`config.mk`:
```
export PLATFORM = sky130hd
export DESIGN_NAME = oam_dma
export DESIGN_NICKNAME = d
export VERILOG_FILES = /design/src/rtl/oam_dma.sv
export SDC_FILE = /design/constraint.sdc
export NUM_CORES = 1
export LEC_CHECK = 0
export BUFFER_PORTS_ARGS = -buffer_cell sky130_fd_sc_hd__buf_4
export CAP_MARGIN = 20
export CORE_ASPECT_RATIO = 2
export CORE_MARGIN = 1
export CORE_UTILIZATION = 51
export CTS_CLUSTER_DIAMETER = 200
export DETAILED_ROUTE_END_ITERATION = 8
export PLACE_DENSITY_LB_ADDON = 0.15
export SYNTH_ARGS = -nofsm -noshare
export SYNTH_HDL_FRONTEND = slang
export SYNTH_SLANG_ARGS = --single-unit
```
`constraint.sdc`:
```
create_clock -name clock -period 2.8 [get_ports clock]
set_clock_uncertainty 0.2 [all_clocks]
set_input_delay 0.84 -clock clock [delete_from_list [all_inputs] [get_ports clock]]
set_output_delay 0.84 -clock clock [all_outputs]
set_load 0.01 [all_outputs]
```
`src/rtl/oam_dma.sv`:
```
// OAM DMA engine: a write to the DMA register copies LENGTH bytes from {page,8'h00}
// into OAM, one byte per CYCLES_PER_BYTE-clock slot, with busy held for the whole run.
module oam_dma #(
  parameter int          CYCLES_PER_BYTE = 4,
  parameter int          LENGTH          = 160,
  parameter logic [15:0] REG_ADDR        = 16'hFF46
) (
  input  logic        clock,
  input  logic        reset_n,
  input  logic [15:0] reg_addr,
  input  logic        reg_wr,
  input  logic [7:0]  reg_wdata,
  output logic [7:0]  reg_rdata,
  output logic [15:0] src_addr,
  input  logic [7:0]  src_rd_data,
  output logic [7:0]  oam_addr,
  output logic [7:0]  oam_wdata,
  output logic        oam_wr,
  output logic        busy
);

  localparam int CW = (CYCLES_PER_BYTE > 1) ? $clog2(CYCLES_PER_BYTE) : 1;
  localparam logic [CW-1:0] CNT_LAST = CW'(CYCLES_PER_BYTE - 1);
  localparam logic [7:0]    IDX_LAST = 8'(LENGTH - 1);

  typedef enum logic [1:0] {IDLE, START, XFER} state_t;

  state_t          state_reg, state_next;
  logic [CW-1:0]   cnt_reg, cnt_next;
  logic [7:0]      idx_reg, idx_next;
  logic [7:0]      page_reg, page_next;
  logic [15:0]     src_addr_reg, src_addr_next;
  logic [7:0]      oam_addr_reg, oam_addr_next;
  logic [7:0]      oam_wdata_reg, oam_wdata_next;
  logic            oam_wr_reg, oam_wr_next;
  logic            busy_reg, busy_next;
  logic            trig;
  logic [7:0]      eff_page;

  assign trig     = reg_wr && (reg_addr == REG_ADDR);
  // Echo RAM pages E0-FF alias C0-DF; only the source address sees the fold.
  assign eff_page = (page_reg >= 8'hE0) ? (page_reg & 8'hDF) : page_reg;

  always_ff @(posedge clock or negedge reset_n) begin
    if (!reset_n) begin
      state_reg     <= IDLE;
      cnt_reg       <= '0;
      idx_reg       <= 8'h00;
      page_reg      <= 8'h00;
      src_addr_reg  <= 16'h0000;
      oam_addr_reg  <= 8'h00;
      oam_wdata_reg <= 8'h00;
      oam_wr_reg    <= 1'b0;
      busy_reg      <= 1'b0;
    end else begin
      state_reg     <= state_next;
      cnt_reg       <= cnt_next;
      idx_reg       <= idx_next;
      page_reg      <= page_next;
      src_addr_reg  <= src_addr_next;
      oam_addr_reg  <= oam_addr_next;
      oam_wdata_reg <= oam_wdata_next;
      oam_wr_reg    <= oam_wr_next;
      busy_reg      <= busy_next;
    end
  end

  always_comb begin
    state_next     = state_reg;
    cnt_next       = cnt_reg;
    idx_next       = idx_reg;
    page_next      = page_reg;
    src_addr_next  = src_addr_reg;
    oam_addr_next  = oam_addr_reg;
    oam_wdata_next = oam_wdata_reg;
    oam_wr_next    = 1'b0;

    // A trigger always wins, which also kills any write the old transfer had pending.
    if (trig) begin
      page_next  = reg_wdata;
      state_next = START;
      cnt_next   = '0;
      idx_next   = 8'h00;
    end else begin
      case (state_reg)
        IDLE: ;
        START: begin
          if (cnt_reg == CNT_LAST) begin
            state_next    = XFER;
            cnt_next      = '0;
            idx_next      = 8'h00;
            src_addr_next = {eff_page, 8'h00};
          end else begin
            cnt_next = cnt_reg + 1'b1;
          end
        end
        XFER: begin
          if (cnt_reg == '0) begin
            oam_wr_next    = 1'b1;
            oam_addr_next  = idx_reg;
            oam_wdata_next = src_rd_data;
          end
          if (cnt_reg == CNT_LAST) begin
            cnt_next = '0;
            if (idx_reg == IDX_LAST) begin
              state_next = IDLE;
            end else begin
              idx_next      = idx_reg + 8'd1;
              src_addr_next = {eff_page, idx_reg + 8'd1};
            end
          end else begin
            cnt_next = cnt_reg + 1'b1;
          end
        end
        default: state_next = IDLE;
      endcase
    end

    busy_next = (state_next != IDLE);
  end

  assign reg_rdata = page_reg;
  assign src_addr  = src_addr_reg;
  assign oam_addr  = oam_addr_reg;
  assign oam_wdata = oam_wdata_reg;
  assign oam_wr    = oam_wr_reg;
  assign busy      = busy_reg;

endmodule

```
==> flow_metrics.tcl, run 1 <==
set metrics [dict create \
    outcome "completed" \
    dr_total_vias 1892 \
    slew_headroom_pct 55.0 \
    cts_buffers 5 \
    async_flop_share_pct 100 \
    syn2layout_area_growth_pct 27.0 \
    fin_crit_sh_pct 89.1 \
    hp-class "reg -> reg" \
    slew_viol_final 0 \
    rows 36 \
    first_pass_iters 4 \
    gp_congestion 0.896 \
    crit_path_start_kind "flip-flop" \
    layout.nets 334 \
    synth_warnings 0 \
    drv_cap 0 \
    synth_area_um2 2640 \
    grt_antenna_before_repair 0 \
    start_util_pct 53.7 \
    grt_overflow 0 \
    nFillCells 398 \
    core_area_um2 4910 \
    ys_types 48 \
    max_freq_mhz 401 \
    synthFlopType "dfrtp_1" \
    ant_nets 0 \
    synth_area_leaders "dfrtp_1 (51%), mux2_2 (7.7%), mux2_1 (5.1%)" \
    fin_area_um2 3350 \
    rrSetupSlack_ns 0.31 \
    ys_seq_area_share_pct 51.2 \
    synth_top_area_share_pct 51.2 \
    h-tree-depth 2 \
    ioPinCount 77 \
    p_leak_nw 1.70 \
    fin_setup_tns_ns 0 \
    synthCells 218 \
    critPathMaxStageDelay_ns 0.45 \
    clk_path_buf_depth 2 \
    ctsResizeCount 0 \
    cp_slowest_cell "a2111o_1" \
    ys_ff_latch 54 \
    grt_max_degree 55 \
    avgSynthCellArea_um2 12.1 \
    remaining_drc_errors 0 \
    grt_usage_pct 21.9 \
    path_clk_slew_ns 0.09 \
    worst-path-max-fanout 8 \
    routed_wl_um 5240 \
    worst_pin_slew_ns 0.676 \
    finalSetupViolCount 0 \
    io_buffers 76 \
    multiInputGateArea_um2 1100 \
    avgRoutedWirePerCell_um 15.0 \
    root_buffer "clkbuf_8" \
    end_kind "flip-flop" \
    p_total_mw 1.92 \
    synth_edf_count 0 \
    grt_pass1_vias 1931 \
    antenna_cells 0 \
    period_needed_ns 2.49 \
    die_x_um 52.9 \
    cp_cell_sequence "inv_1 > ha_1 > and4bb_1 > a2111o_1 > a21oi_4 > buf_4 > mux2_4" \
    ir_drop_v 0.000538 \
    criticalPathCategory "reg -> reg" \
    power.density_nw_per_um2 574 \
    dp_hpwl_um 3890 \
    grt_pass1_wl_um 8810 \
    synth_fp_nets 260 \
    largest_reg_flops 16 \
    ff_latch_area_um2 1350 \
    drtIter0Drc 16 \
    cp.required_ns 2.80 \
    hold_viol_final 0 \
    clock_latency_ns 0.31 \
    viasPerCell 5.41 \
    dieHeight_um 104 \
    clock_sinks 54 \
    hold_buffers 0 \
    worst_ep_arrival_time_ns 2.50 \
    cts_tree "yes" \
    cts_setup_buffers 0 \
    die_area_um2 5480 \
    drive_above_1_share_pct 42.0 \
    rsz0062_at_grt "no" \
    synth_top_area_cell "dfrtp_1" \
    placed_cell_area_um2 3210 \
]
==> synth_stat cells (3+ instances only) <==
cell type and count:
dfrtp_1 54, clkbuf_1 3, nor2b_1 3, nor3_1 3
buf_6 3, nand4_1 3, mux2i_1 6, mux2_1 12
nor2_1 4, a21oi_1 11, mux2_4 5, mux2_2 18
ha_1 7, nand3_1 6, o21a_1 3, o21ai_0 5
buf_4 8, buf_2 3, inv_1 13, nand2_1 15
==> layout by cell type (no fill, tap or decap), types with 4 or more instances in the layout <==
master	count
mux2_4	5
dfrtp_1	54
nand2_1	15
ha_1	7
inv_1	13
mux2i_1	6
buf_4	85
clkbuf_8	6
mux2_2	18
a21oi_1	11
nor2_1	4
mux2_1	12
nand3_1	6
o21ai_0	5
==> stage by stage <==
step | hold slack (ns) | setup slack, ns | cells | utilization, %
6_report | 0.293 | 0.306 | 350 | 68.2
5_1_grt | 0.331 | 0.164 | 350 | 68.2
4_1_cts | 0.301 | 0.304 | 350 | 68.2
3_5_place_dp | 0.277 | 0.299 | 342 | 65.3
3_3_place_gp | 0.270 | 0.328 | 342 | 65.3
2_1_floorplan | 0.284 | 0.290 | 218 | -
==> kinds of logic (layout without fill, tap and decap cells) <==
logic type	Yosys count	after routing	share of synthesized area, %
compound gates	33	33	8.68
xor+xnor	3	3	0.996
fa+ha+maj	7	7	3.32
buf+inv	31	106	7.16
flops	54	54	51.2
mux	41	41	17.9
simple gates	49	49	10.7
==> layout make-up <==
cell class	instances	area share [%]
clock inverter	2	1.79
clock buffer	6	2.47
timing repair buffer	85	19.1
inverter	13	1.46
sequential	54	40.3
multi-input combinational	133	32.8
tap	57	2.13
==> layer usage <==
metal	share of wire (%)	global-route usage [%]	wire length, um	vias to the layer above
li1	-	-	-	904
met3	4.5	5.14	237	9
met2	56	38.2	2930	61
met1	38	23.2	1970	918
met4	2.2	10.5	113	0
met5	0	0	0	-
==> path summary, 6_finish.rpt <==
| check | from | to | depth (start not counted) |
|---|---|---|---|
| max in group asynchronous | reset_n | oam_addr[6]$_DFFE_PN0P_ | 1 |
| hold reg to reg | src_addr[9]$_DFFE_PN0P_ | src_addr[9]$_DFFE_PN0P_ | 1 |
| setup reg to reg | state_reg[0]$_DFF_PN0_ | src_addr[13]$_DFFE_PN0P_ | 7 |
| setup / recovery | state_reg[0]$_DFF_PN0_ | src_addr[13]$_DFFE_PN0P_ | 7 |
| hold / removal | src_addr[9]$_DFFE_PN0P_ | src_addr[9]$_DFFE_PN0P_ | 1 |
| min in group asynchronous | reset_n | reg_rdata[5]$_DFFE_PN0P_ | 1 |
==> worst max-delay path: cells and delay by family (launching register included) <==
kind | cells | cell delay (ns)
flip-flops | 1 | 0.41
AO/OA/AOI/OAI | 2 | 0.66
adder cells (fa/ha/maj) | 1 | 0.24
buffers and inverters | 2 | 0.33
AND/OR/NAND/NOR | 1 | 0.24
multiplexers | 1 | 0.31
==> power by group <==
part | internal (mW) | switching (mW)
clock network | 0.381 | 0.254
registers | 0.835 | 0.0655
logic | 0.182 | 0.204
Power figures use the tool's default switching activity.
==> inputs of run 2 (changes only) <==
--- a/config.mk
+++ b/config.mk
@@ -12,6 +12,7 @@
 export CORE_UTILIZATION = 51
 export CTS_CLUSTER_DIAMETER = 200
 export DETAILED_ROUTE_END_ITERATION = 8
+export GPL_TIMING_DRIVEN = 0
 export PLACE_DENSITY_LB_ADDON = 0.15
 export SYNTH_ARGS = -nofsm -noshare
 export SYNTH_HDL_FRONTEND = slang
==> flow_metrics.tcl, run 2 (synthesis results as in run 1) <==
set metrics [dict create \
    outcome "completed" \
    layout.nets 343 \
    drtIter0Drc 13 \
    dp_cells 351 \
    mostFrequentLayoutCell "buf_4" \
    cts_tree "yes" \
    criticalPathCategory "reg -> reg" \
    root_buffer "clkbuf_8" \
    final_cell_mix "buf_4 (84), dfrtp_1 (54), mux2_2 (18)" \
    fin_crit_sh_pct 92.4 \
    p_leak_nw 1.71 \
    ir_drop_v 0.000426 \
    crit_path_start_kind "flip-flop" \
    cp_cell_sequence "ha_1 > and4_1 > buf_6 > a2111o_1 > a21oi_4 > buf_12 > mux2_4" \
    max_freq_mhz 387 \
    ant_nets 0 \
    ff_latch_area_um2 1350 \
    die_x_um 52.9 \
    grt_overflow 0 \
    fin_area_um2 3370 \
    hold_buffers 0 \
    slew_viol_final 0 \
    slew_headroom_pct 55.0 \
    avgRoutedWirePerCell_um 14.4 \
    worst_pin_slew_ns 0.676 \
    dieHeight_um 104 \
    power.density_nw_per_um2 525 \
    grt_max_degree 55 \
    critPathMaxStageDelay_ns 0.44 \
    cts_setup_buffers 0 \
    antenna_cells 0 \
    clk_path_buf_depth 2 \
    drv_cap 0 \
    dp_hpwl_um 3940 \
    grt_usage_pct 20.9 \
    clock_latency_ns 0.30 \
    die_area_um2 5480 \
    worst_ep_arrival_time_ns 2.57 \
    pre_cts_ws_ns -0.0514 \
    worst-path-max-fanout 10 \
    first_pass_iters 4 \
    viasPerCell 5.37 \
    drive_above_1_share_pct 42.7 \
    cp.required_ns 2.79 \
    final_cells 359 \
    rsz0062_at_grt "no" \
    cp_slowest_cell "dfrtp_1" \
    grt_pass1_vias 1997 \
    h-tree-depth 2 \
    p_seq_share_pct 50.0 \
    power.switching_uw 525 \
    p_comb_share_pct 25.0 \
    power.internal_mw 1.25 \
    ctsResizeCount 0 \
    grt_antenna_before_repair 0 \
    cts_buffers 5 \
    grt_pass1_wl_um 8660 \
    clock_sinks 54 \
    worst_slack_ns 0.213 \
    remaining_drc_errors 0 \
    p_clk_share_pct 25.0 \
    hp-class "reg -> reg" \
    nFillCells 395 \
    placed_cell_area_um2 3280 \
    core_area_um2 4910 \
    multiInputGateArea_um2 1100 \
    finalSetupViolCount 0 \
    syn2layout_area_growth_pct 27.9 \
    end_kind "flip-flop" \
    routed_wl_um 5160 \
    ioPinCount 77 \
    largest_reg_flops 16 \
    period_needed_ns 2.59 \
    dr_total_vias 1928 \
    swShare_pct 29.6 \
    io_buffers 76 \
    gp_congestion 0.891 \
    start_util_pct 53.7 \
    rows 36 \
    p_total_mw 1.77 \
    hold_viol_final 0 \
    path_clk_slew_ns 0.10 \
]
## run 2: changes by cell type in the layout (fill, tap and decap cells not counted), sizes merged
cell / delta
clkbuf: +3
clkinvlp: +1
clkinv: +1
bufinv: -2
buf: +6
## run 2: worst max-delay path: cells and delay by family, from the launching register on
kind | cells | cell delay [ns]
fa+ha+maj | 1 | 0.31
simple gates | 1 | 0.19
buf+inv | 2 | 0.32
mux | 1 | 0.30
compound gates | 2 | 0.71
flops | 1 | 0.44
## run 2: cell type report
type	count	area share [%]
flip-flops and latches	54	40.0
multi-input cells	133	32.5
repair buffers	76	16.9
plain buffers	18	4.15
clock buffers	6	2.45
well taps	57	2.11
inverters	13	1.45
clock inverters	2	0.371
## run 2: path summary, 6_finish.rpt
kind / startpoint / to / slack (ns) / cells after the start
max in group asynchronous: reset_n / oam_wdata[7]$_DFFE_PN0P_ / 1.58 / 1
setup / recovery: idx_reg[0]$_DFFE_PN0P_ / src_addr[15]$_DFFE_PN0P_ / 0.21 / 7
hold / removal: oam_addr[5]$_DFFE_PN0P_ / oam_addr[5]$_DFFE_PN0P_ / 0.30 / 1
hold reg to reg: oam_addr[5]$_DFFE_PN0P_ / oam_addr[5]$_DFFE_PN0P_ / 0.30 / 1
min in group asynchronous: reset_n / reg_rdata[5]$_DFFE_PN0P_ / 0.37 / 1
setup reg to reg: idx_reg[0]$_DFFE_PN0P_ / src_addr[15]$_DFFE_PN0P_ / 0.21 / 7
## run 2: per-stage QoR
stage	TNS [ns]	util [%]	hold WS (ns)
after detailed placement	-0.656	66.8	0.277
after global placement	-0.284	66.8	0.270
after global routing	0	68.7	0.322
final	0	68.7	0.297
after CTS	0	68.7	0.300
after floorplan	0	-	0.284
## run 2: power by group through the flow
stage,logic (mW),clock network [mW],registers [mW]
after floorplan,0.288,0,0.900
after global placement,0.436,0,0.899
after detailed placement,0.445,0,0.901
after CTS,0.446,0.459,0.886
after global routing,0.494,0.484,0.896
final,0.443,0.443,0.886
## run 2: per-layer routing
metal | global-route usage (%) | part of all wire [%] | routed length, um | vias to the layer above
li1 | - | - | - | 922
met1 | 21.8 | 37 | 1920 | 937
met2 | 38.7 | 57 | 2930 | 62
met3 | 3.67 | 4.0 | 207 | 7
met4 | 8.08 | 2.0 | 104 | 0
met5 | 0 | 0 | 0 | -
